### src/rtl/pong_pkg.sv
// Shared types and constants for the Pong game sequencer: state enum,
// text-overlay region bit positions and the per-state region masks.
package pong_pkg;

    typedef enum logic [1:0] {
        NEWGAME = 2'd0,
        PLAY    = 2'd1,
        NEWBALL = 2'd2,
        OVER    = 2'd3
    } pong_state_t;

    // Bit positions inside text_mask, ordered {score, logo, rule, over}
    localparam int TEXT_SCORE = 3;
    localparam int TEXT_LOGO  = 2;
    localparam int TEXT_RULE  = 1;
    localparam int TEXT_OVER  = 0;

    function automatic logic [3:0] text_bits(
        input logic score,
        input logic logo,
        input logic rule,
        input logic over
    );
        logic [3:0] m;
        m             = '0;
        m[TEXT_SCORE] = score;
        m[TEXT_LOGO]  = logo;
        m[TEXT_RULE]  = rule;
        m[TEXT_OVER]  = over;
        return m;
    endfunction

    localparam logic [3:0] MASK_NEWGAME = text_bits(1'b1, 1'b1, 1'b1, 1'b0);
    localparam logic [3:0] MASK_PLAY    = text_bits(1'b1, 1'b1, 1'b0, 1'b0);
    localparam logic [3:0] MASK_NEWBALL = text_bits(1'b1, 1'b1, 1'b0, 1'b0);
    localparam logic [3:0] MASK_OVER    = text_bits(1'b1, 1'b1, 1'b0, 1'b1);

endpackage

### src/rtl/pong_bcd2_counter.sv
// Two-digit BCD score counter with synchronous clear and increment.
// PONG_SCORE_SAT_EN: when defined the count sticks at 99, otherwise 99 wraps to 00.
module pong_bcd2_counter (
    input  logic       clk,
    input  logic       reset,
    input  logic       i_clr,
    input  logic       i_inc,
    output logic [3:0] o_dig1,
    output logic [3:0] o_dig0
);

    logic [3:0] r_dig1;
    logic [3:0] r_dig0;
    logic       w_inc_en;

`ifdef PONG_SCORE_SAT_EN
    logic w_at_max;
    assign w_at_max = (r_dig1 == 4'd9) && (r_dig0 == 4'd9);
    assign w_inc_en = i_inc && !w_at_max;
`else
    assign w_inc_en = i_inc;
`endif

    // Clear wins over increment so a score never survives into a new game
    always_ff @(posedge clk) begin
        if (reset || i_clr) begin
            r_dig1 <= 4'd0;
            r_dig0 <= 4'd0;
        end else if (w_inc_en) begin
            if (r_dig0 == 4'd9) begin
                r_dig0 <= 4'd0;
                r_dig1 <= (r_dig1 == 4'd9) ? 4'd0 : r_dig1 + 4'd1;
            end else begin
                r_dig0 <= r_dig0 + 4'd1;
            end
        end
    end

    assign o_dig1 = r_dig1;
    assign o_dig0 = r_dig0;

endmodule

### src/rtl/pong_game_ctrl.sv
// Pong game sequencer: phase FSM, delay timer, balls remaining and BCD score.
// PONG_SCORE_SAT_EN (see pong_bcd2_counter) selects saturating vs wrapping score.
module pong_game_ctrl
    import pong_pkg::*;
#(
    parameter int BALLS       = 3,
    parameter int DELAY_TICKS = 120
) (
    input  logic       clk,
    input  logic       reset,
    input  logic [1:0] btn,
    input  logic       refr_tick,
    input  logic       hit,
    input  logic       miss,
    output logic       gra_still,
    output logic [3:0] text_mask,
    output logic [3:0] dig1,
    output logic [3:0] dig0,
    output logic [1:0] ball
);

    localparam logic [1:0] BALLS_INIT  = 2'(BALLS);
    localparam logic [1:0] BALLS_START = 2'(BALLS - 1);
    localparam logic [6:0] DELAY_INIT  = 7'(DELAY_TICKS);

    pong_state_t r_state;
    logic [6:0]  r_timer;
    logic [1:0]  r_ball;
    logic        r_gra_still;
    logic [3:0]  r_text_mask;

    logic w_btn_pressed;
    logic w_timer_up;
    logic w_timer_load;
    logic w_score_clr;
    logic w_score_inc;

    assign w_btn_pressed = (btn != 2'b00);
    assign w_timer_up    = (r_timer == 7'd0);
    assign w_timer_load  = (r_state == PLAY) && miss;
    assign w_score_inc   = (r_state == PLAY) && hit;
    // Score is cleared on the edge that enters NEWGAME and held at zero there
    assign w_score_clr   = (r_state == NEWGAME) || ((r_state == OVER) && w_timer_up);

    always_ff @(posedge clk) begin
        if (reset) begin
            r_timer <= 7'd0;
        end else if (w_timer_load) begin
            r_timer <= DELAY_INIT;
        end else if (refr_tick && !w_timer_up) begin
            r_timer <= r_timer - 7'd1;
        end
    end

    // Outputs are registered alongside the state so they change with it
    always_ff @(posedge clk) begin
        if (reset) begin
            r_state     <= NEWGAME;
            r_ball      <= BALLS_INIT;
            r_gra_still <= 1'b1;
            r_text_mask <= MASK_NEWGAME;
        end else begin
            case (r_state)
                NEWGAME: begin
                    if (w_btn_pressed) begin
                        r_state     <= PLAY;
                        r_ball      <= BALLS_START;
                        r_gra_still <= 1'b0;
                        r_text_mask <= MASK_PLAY;
                    end
                end
                PLAY: begin
                    if (miss) begin
                        r_gra_still <= 1'b1;
                        if (r_ball == 2'd0) begin
                            r_state     <= OVER;
                            r_text_mask <= MASK_OVER;
                        end else begin
                            r_state     <= NEWBALL;
                            r_ball      <= r_ball - 2'd1;
                            r_text_mask <= MASK_NEWBALL;
                        end
                    end
                end
                NEWBALL: begin
                    if (w_timer_up && w_btn_pressed) begin
                        r_state     <= PLAY;
                        r_gra_still <= 1'b0;
                        r_text_mask <= MASK_PLAY;
                    end
                end
                OVER: begin
                    if (w_timer_up) begin
                        r_state     <= NEWGAME;
                        r_ball      <= BALLS_INIT;
                        r_gra_still <= 1'b1;
                        r_text_mask <= MASK_NEWGAME;
                    end
                end
                default: begin
                    r_state     <= NEWGAME;
                    r_ball      <= BALLS_INIT;
                    r_gra_still <= 1'b1;
                    r_text_mask <= MASK_NEWGAME;
                end
            endcase
        end
    end

    pong_bcd2_counter u_score (
        .clk    (clk),
        .reset  (reset),
        .i_clr  (w_score_clr),
        .i_inc  (w_score_inc),
        .o_dig1 (dig1),
        .o_dig0 (dig0)
    );

    assign gra_still = r_gra_still;
    assign text_mask = r_text_mask;
    assign ball      = r_ball;

endmodule

### config.mk
export PLATFORM = sky130hd
export DESIGN_NAME = pong_game_ctrl
export DESIGN_NICKNAME = d
export VERILOG_FILES = /design/src/rtl/pong_pkg.sv /design/src/rtl/pong_bcd2_counter.sv /design/src/rtl/pong_game_ctrl.sv
export SDC_FILE = /design/constraint.sdc
export NUM_CORES = 1
export LEC_CHECK = 0
export BUFFER_PORTS_ARGS = -buffer_cell sky130_fd_sc_hd__buf_2
export CORE_ASPECT_RATIO = 0.5
export CORE_MARGIN = 2
export CORE_UTILIZATION = 32
export DETAILED_ROUTE_END_ITERATION = 16
export HOLD_SLACK_MARGIN = 0.12
export SETUP_SLACK_MARGIN = 0.15
export SLEW_MARGIN = 10
export SYNTH_ARGS = -nofsm -noshare
export SYNTH_HDL_FRONTEND = slang
export SYNTH_SLANG_ARGS = --single-unit
### constraint.sdc
create_clock -name clk -period 4.05 [get_ports clk]
set_clock_uncertainty 0.05 [all_clocks]
set_input_delay 0.81 -clock clk [delete_from_list [all_inputs] [get_ports clk]]
set_output_delay 0.81 -clock clk [all_outputs]
set_load 0.05 [all_outputs]
==> results of run 1 <==
[worst max-delay path, cell delays in order, from the launching register on]
cell and delay, ns:
dfxtp_1 0.32, inv_1 0.10, ha_1 0.17, or4b_1 0.50, nor3_2 0.42, or3_1 0.33
nor2_1 0.08
[layer usage]
| layer | vias up | track usage | part of all wire |
|---|---|---|---|
| li1 | 507 | - | - |
| met1 | 453 | 0.148 | 0.53 |
| met2 | 12 | 0.191 | 0.43 |
| met3 | 2 | 0.0337 | 0.032 |
| met4 | 0 | 0.0369 | 0.0083 |
| met5 | - | 0 | 0 |
[registers in the layout, indices dropped and copies added, names as in the netlist]
| name | flops |
|---|---|
| text_mask | 2 |
| ball | 2 |
| r_timer | 7 |
| u_score.o_dig1 | 4 |
| r_state | 2 |
| u_score.o_dig0 | 4 |
| gra_still | 1 |
[cell families (layout without fill, tap and decap cells)]
group,after synthesis,after routing,share of synthesized area
compound gates,33,33,0.210
xor+xnor,9,9,0.0670
fa+ha+maj,3,3,0.0319
buf+inv,12,29,0.0479
flops,22,22,0.374
mux,1,1,0.00851
other cells,1,2,0.00319
simple gates,50,50,0.257
[how the worst max path moves through the flow]
stage,endpoint,depth (start not counted),start
2_1_floorplan,r_timer[5]$_SDFFE_PP0P_,4,refr_tick
3_3_place_gp,r_timer[5]$_SDFFE_PP0P_,5,refr_tick
3_5_place_dp,r_timer[5]$_SDFFE_PP0P_,5,refr_tick
4_1_cts,u_score.o_dig1[0]$_SDFFE_PP0P_,6,r_timer[0]$_SDFFE_PP0P_
5_1_grt,u_score.o_dig1[1]$_SDFFE_PP0P_,6,r_timer[0]$_SDFFE_PP0P_
6_report,u_score.o_dig1[0]$_SDFFE_PP0P_,6,r_timer[0]$_SDFFE_PP0P_
[cells in the mapped netlist (2+ instances only)]
cell	number
a211oi_1	2
a21oi_1	13
buf_4	3
clkbuf_1	3
dfxtp_1	22
ha_1	3
inv_1	6
nand2_1	8
nand3b_1	2
nand4b_1	2
nor2_1	16
nor2b_1	5
nor3_1	3
nor3b_1	2
o21ai_0	5
o311ai_0	2
xnor2_1	4
xor2_1	5
[power breakdown]
group	internal [W]	switching [W]	leakage, nW
registers	0.000261	0.0000623	0.180
logic	0.000148	0.000204	0.333
clock network	0.000132	0.0000730	0.0357
total	0.000541	0.000340	0.549
[layout make-up]
class	instances	area share
Multi-Input combinational cell	98	0.496
Clock inverter	1	0.0218
Timing Repair Buffer	19	0.0691
Tap cell	51	0.0464
Sequential cell	22	0.320
Inverter	6	0.0164
Clock buffer	3	0.0300
[metrics by stage]
step                hold slack, ns  std cells  area, um2
finish                       0.415        200       1380
global route                 0.445        200       1380
CTS                          0.417        200       1380
detailed placement           0.399        196       1310
global placement             0.394        196       1310
floorplan                    0.441        132       1180
==> results.py, run 1 <==
metrics = {
    "outcome": {
        "outcome": "completed",
    },
    "worst_setup_path": {
        "worstPathMaxFanout": 8,
        "cp_data_required_time_ns": 4.16,
        "reg2reg_slack_ns": 1.97,
        "cp.arrival_ns": 2.19,
        "startpoint_type": "register",
        "worst_r2r_endpoint": "u_score.o_dig1[0]$_SDFFE_PP0P_",
        "worst_r2r_startpoint": "r_timer[0]$_SDFFE_PP0P_",
        "reg2regPathDepth": 6,
        "critical_path_class": "reg -> reg",
        "endpoint_kind": "register",
    },
    "drt": {
        "dr.pass1.iters": 4,
        "routedWlPerCell_um": 11.5,
        "drc": 0,
        "drt.antenna.violating_nets": 0,
        "wl_um": 2290,
        "vias_per_cell": 4.87,
        "drt-initial-drc-count": 29,
        "dr_total_vias": 974,
    },
    "place": {
        "pre_cts_slack_ns": 1.89,
        "hpwl_um": 1690,
        "port_buffers": 19,
        "place_congestion": 0.806,
    },
    "clock_tree": {
        "worstSkewPairLatency_ns": 0.26,
        "clock-sinks": 22,
        "cts_root_buf": "clkbuf_8",
        "cts_tree": "yes",
        "clock_path_buffers": 2,
        "h-tree-depth": 1,
        "cts_resized": 0,
        "post-cts-setup-buffer-count": 0,
        "cts_buffers": 3,
        "hold_buffers": 0,
        "clk_pin_slew_worst_paths_ns": 0.09,
    },
    "floorplanning": {
        "die_h_um": 46.9,
        "coreArea_um2": 3470,
        "rows": 15,
        "die_x_um": 89.7,
        "initial_core_util": 0.339,
        "io_pins": 22,
        "die-area_um2": 4210,
    },
    "synthesis": {
        "avgSynthCellArea_um2": 8.98,
        "synth_top_cell_area_share": 0.374,
        "async_flop_share": 0,
        "yosys_warnings": 0,
        "netlist-cell-type-count": 43,
        "synth_area_leaders": "dfxtp_1 (37%), a21oi_1 (5.5%), nor2_1 (5.1%), xor2_1 (3.7%), ha_1 (3.2%)",
        "synth_ff_type": "dfxtp_1",
        "syn_inst": 131,
        "ys_ff_latch": 22,
        "ys_seq_area_frac": 0.374,
        "synth_edf_count": 0,
        "synth_area_leader_cell": "dfxtp_1",
        "synth_area_um2": 1180,
    },
    "flow_run": {
        "drv_cap": 0,
    },
    "sta": {
        "max_slew_margin": 0.597,
        "setup_violations": 0,
        "timing.final.crit_share": 0.514,
        "max_freq_mhz": 480,
        "hold_viol": 0,
        "finalCriticalPeriod_ns": 2.08,
        "tightest_slew_ns": 0.600,
        "rsz0062_at_grt": "no",
        "setup_ws_ns": 1.97,
        "slew_violations": 0,
        "fin_tns_setup_ns": 0,
    },
    "grt": {
        "grt_overflow": 0,
        "grt_pass1_vias": 838,
        "antenna_found_initial": 0,
        "grt_pass1_wl_um": 3770,
        "grt_start_max_net_pins": 14,
        "track_usage": 0.114,
    },
    "finish": {
        "nNetsFinal": 160,
        "num-fill-cells": 369,
        "area_growth_pct": 17.0,
        "final_cell_mix": "dfxtp_1 (22), buf_2 (19), nor2_1 (16)",
        "final-seq-area_um2": 440,
        "fin_util": 0.396,
        "multiInputGateArea_um2": 683,
        "n_antenna_cell": 0,
        "drive_gt1_frac": 0.208,
        "mostFrequentLayoutCell": "dfxtp_1",
    },
    "worst_hold_path": {
        "holdPathEnd": "text_mask[1]$_SDFFE_PP1P_",
        "worstHoldStart": "text_mask[1]$_SDFFE_PP1P_",
        "hold_path_class": "reg -> reg",
        "hold_depth": 1,
    },
    "power_and_ir_drop": {
        "p_per_area_nw_per_um2": 640,
        "vdd_drop_max_mv": 0.209,
        "p_leak_nw": 0.549,
        "finalPower_w": 0.000880,
    },
}
(Power assumes the default switching activity.)
==> inputs of run 2 (changes only) <==
clock period = 1.8 ns   (was 4.05 ns; I/O delays follow)
==> results.py, run 2 (synthesized netlist as in run 1, its figures left out) <==
metrics = {
    "finish": {
        "final_cells": 216,
        "mostFrequentLayoutCell": "buf_2",
        "drive_gt1_frac": 0.424,
        "n_antenna_cell": 0,
        "final_cell_mix": "buf_2 (19), dfxtp_1 (16), buf_4 (15)",
        "regMostFlops": "r_timer",
        "area_growth_pct": 34.7,
        "largest_reg_flops": 7,
        "nNetsFinal": 176,
        "finalInstanceArea_um2": 1580,
    },
    "place": {
        "port_buffers": 19,
        "numPlacedInstances": 204,
        "hpwl_um": 1870,
        "dpl_cell_area_um2": 1390,
        "place_congestion": 0.770,
        "pre_cts_slack_ns": -0.0337,
    },
    "worst_setup_path": {
        "cp_data_required_time_ns": 1.91,
        "worstPathMaxFanout": 8,
        "reg2regPathDepth": 6,
        "slowest_stage": "or4b_4",
        "critical_path_class": "reg -> reg",
        "reg2reg_slack_ns": 0.13,
        "cp.arrival_ns": 1.77,
        "path_cells": "inv_2 > ha_4 > or4b_4 > nor3_4 > or3_4 > nor2_1",
        "worst_r2r_endpoint": "u_score.o_dig1[0]$_SDFFE_PP0P_",
        "max_stage_delay_ns": 0.48,
        "endpoint_kind": "register",
        "worst_r2r_startpoint": "r_timer[1]$_SDFFE_PP0P_",
        "startpoint_type": "register",
    },
    "sta": {
        "hold_viol": 0,
        "hold_ws_ns": 0.380,
        "max_freq_mhz": 600,
        "rsz0062_at_grt": "yes",
        "slew_violations": 0,
        "finalCriticalPeriod_ns": 1.67,
        "setup_violations": 0,
        "timing.final.crit_share": 0.926,
        "setup_ws_ns": 0.134,
    },
    "grt": {
        "grt_overflow": 0,
        "grt_pass1_vias": 951,
        "track_usage": 0.127,
        "globalRouteMet3Util": 0.0337,
        "gr-usage-met2": 0.233,
        "grt_pass1_wl_um": 4240,
        "busiest_layer": "met2",
        "grt_start_max_net_pins": 13,
        "grtUsageMet1": 0.157,
        "antenna_found_initial": 0,
    },
    "clock_tree": {
        "clk_pin_slew_worst_paths_ns": 0.08,
        "worstSkewPairLatency_ns": 0.26,
        "clock_path_buffers": 2,
        "h-tree-depth": 1,
        "cts_root_buf": "clkbuf_8",
        "clock-sinks": 22,
        "cts_buffers": 3,
        "cts_tree": "yes",
    },
    "worst_hold_path": {
        "hold_path_class": "in -> reg",
        "worstHoldStart": "refr_tick",
        "hold_depth": 3,
        "holdPathEnd": "r_timer[1]$_SDFFE_PP0P_",
    },
    "flow_run": {
        "drv_cap": 0,
    },
    "floorplanning": {
        "rows": 15,
        "die_x_um": 89.7,
        "io_pins": 22,
        "die-area_um2": 4210,
        "coreArea_um2": 3470,
        "die_h_um": 46.9,
        "initial_core_util": 0.339,
    },
    "drt": {
        "wl_um": 2550,
        "drt.antenna.violating_nets": 0,
        "drc": 0,
        "dr.pass1.iters": 4,
        "routedWlPerCell_um": 11.8,
        "dr_total_vias": 1053,
        "vias_per_cell": 4.88,
        "drt-initial-drc-count": 28,
    },
    "power_and_ir_drop": {
        "p_per_area_nw_per_um2": 1410,
        "p_leak_nw": 0.635,
        "finalPower_w": 0.00223,
        "vdd_drop_max_mv": 0.378,
    },
    "outcome": {
        "outcome": "completed",
    },
}
==> run 2: changes by cell type in the layout (fill, tap and decap cells not counted), moves of 2 or more <==
| cell | delta |
|---|---|
| inv_1 | -2 |
| nor2_1 | -4 |
| nor2_2 | +4 |
| a21oi_2 | +2 |
| o21ai_0 | -2 |
| buf_4 | +15 |
| inv_2 | +2 |
| dfxtp_2 | +6 |
| dfxtp_1 | -6 |
| o311ai_0 | -2 |
| a21oi_1 | -2 |
==> run 2: layer usage <==
layer	part of all wire	wire, um
met1	0.49	1250
met2	0.47	1210
met3	0.033	83
met4	0.0039	10
met5	0	0
==> run 2: what timing repair did <==
| action | in CTS | in global routing |
|---|---|---|
| hold buffers | 0 | 0 |
| endpoints found under the setup margin | 14 | 17 |
| setup buffers | 4 | 4 |
| resized for setup | 9 | 13 |
| pin swaps | 15 | 8 |
==> run 2: worst max path at each step <==
stage	endpoint	start	slack [ns]
finish	u_score.o_dig1[0]$_SDFFE_PP0P_	r_timer[1]$_SDFFE_PP0P_	0.13
global route	ball[1]$_SDFFE_PP1P_	r_timer[1]$_SDFFE_PP0P_	0.05
CTS	ball[1]$_SDFFE_PP1P_	r_timer[0]$_SDFFE_PP0P_	0.10
detailed placement	u_score.o_dig0[0]$_SDFFE_PP0N_	r_timer[1]$_SDFFE_PP0P_	-0.03
global placement	u_score.o_dig1[0]$_SDFFE_PP0P_	r_timer[1]$_SDFFE_PP0P_	0.02
floorplan	text_mask[1]$_SDFFE_PP1P_	r_timer[0]$_SDFFE_PP0P_	0.08
==> run 2: power breakdown <==
part | leakage [nW] | internal [W] | switching (W)
clock network | 0.0288 | 0.000195 | 0.000156
registers | 0.181 | 0.000594 | 0.000120
logic | 0.425 | 0.000570 | 0.000594
==> run 2: critical path: cells and delay by family (launching register included) <==
family	cells	cell delay (ns)
fa+ha+maj	1	0.12
buf+inv	1	0.07
flops	1	0.34
simple gates	4	0.98
==> run 2: area by class of cell <==
type | instances | area, um2
clock buffer | 4 | 55.1
fill | 323 | 1890
inverter | 6 | 22.5
multi-input combinational | 98 | 776
sequential | 22 | 448
tap | 51 | 63.8
timing repair buffer | 35 | 219
==> run 2: metrics by stage <==
| stage | setup TNS [ns] | utilization |
|---|---|---|
| floorplan | 0 | - |
| global placement | 0 | 0.400 |
| detailed placement | -0.219 | 0.400 |
| CTS | 0 | 0.431 |
| global route | 0 | 0.456 |
| finish | 0 | 0.456 |
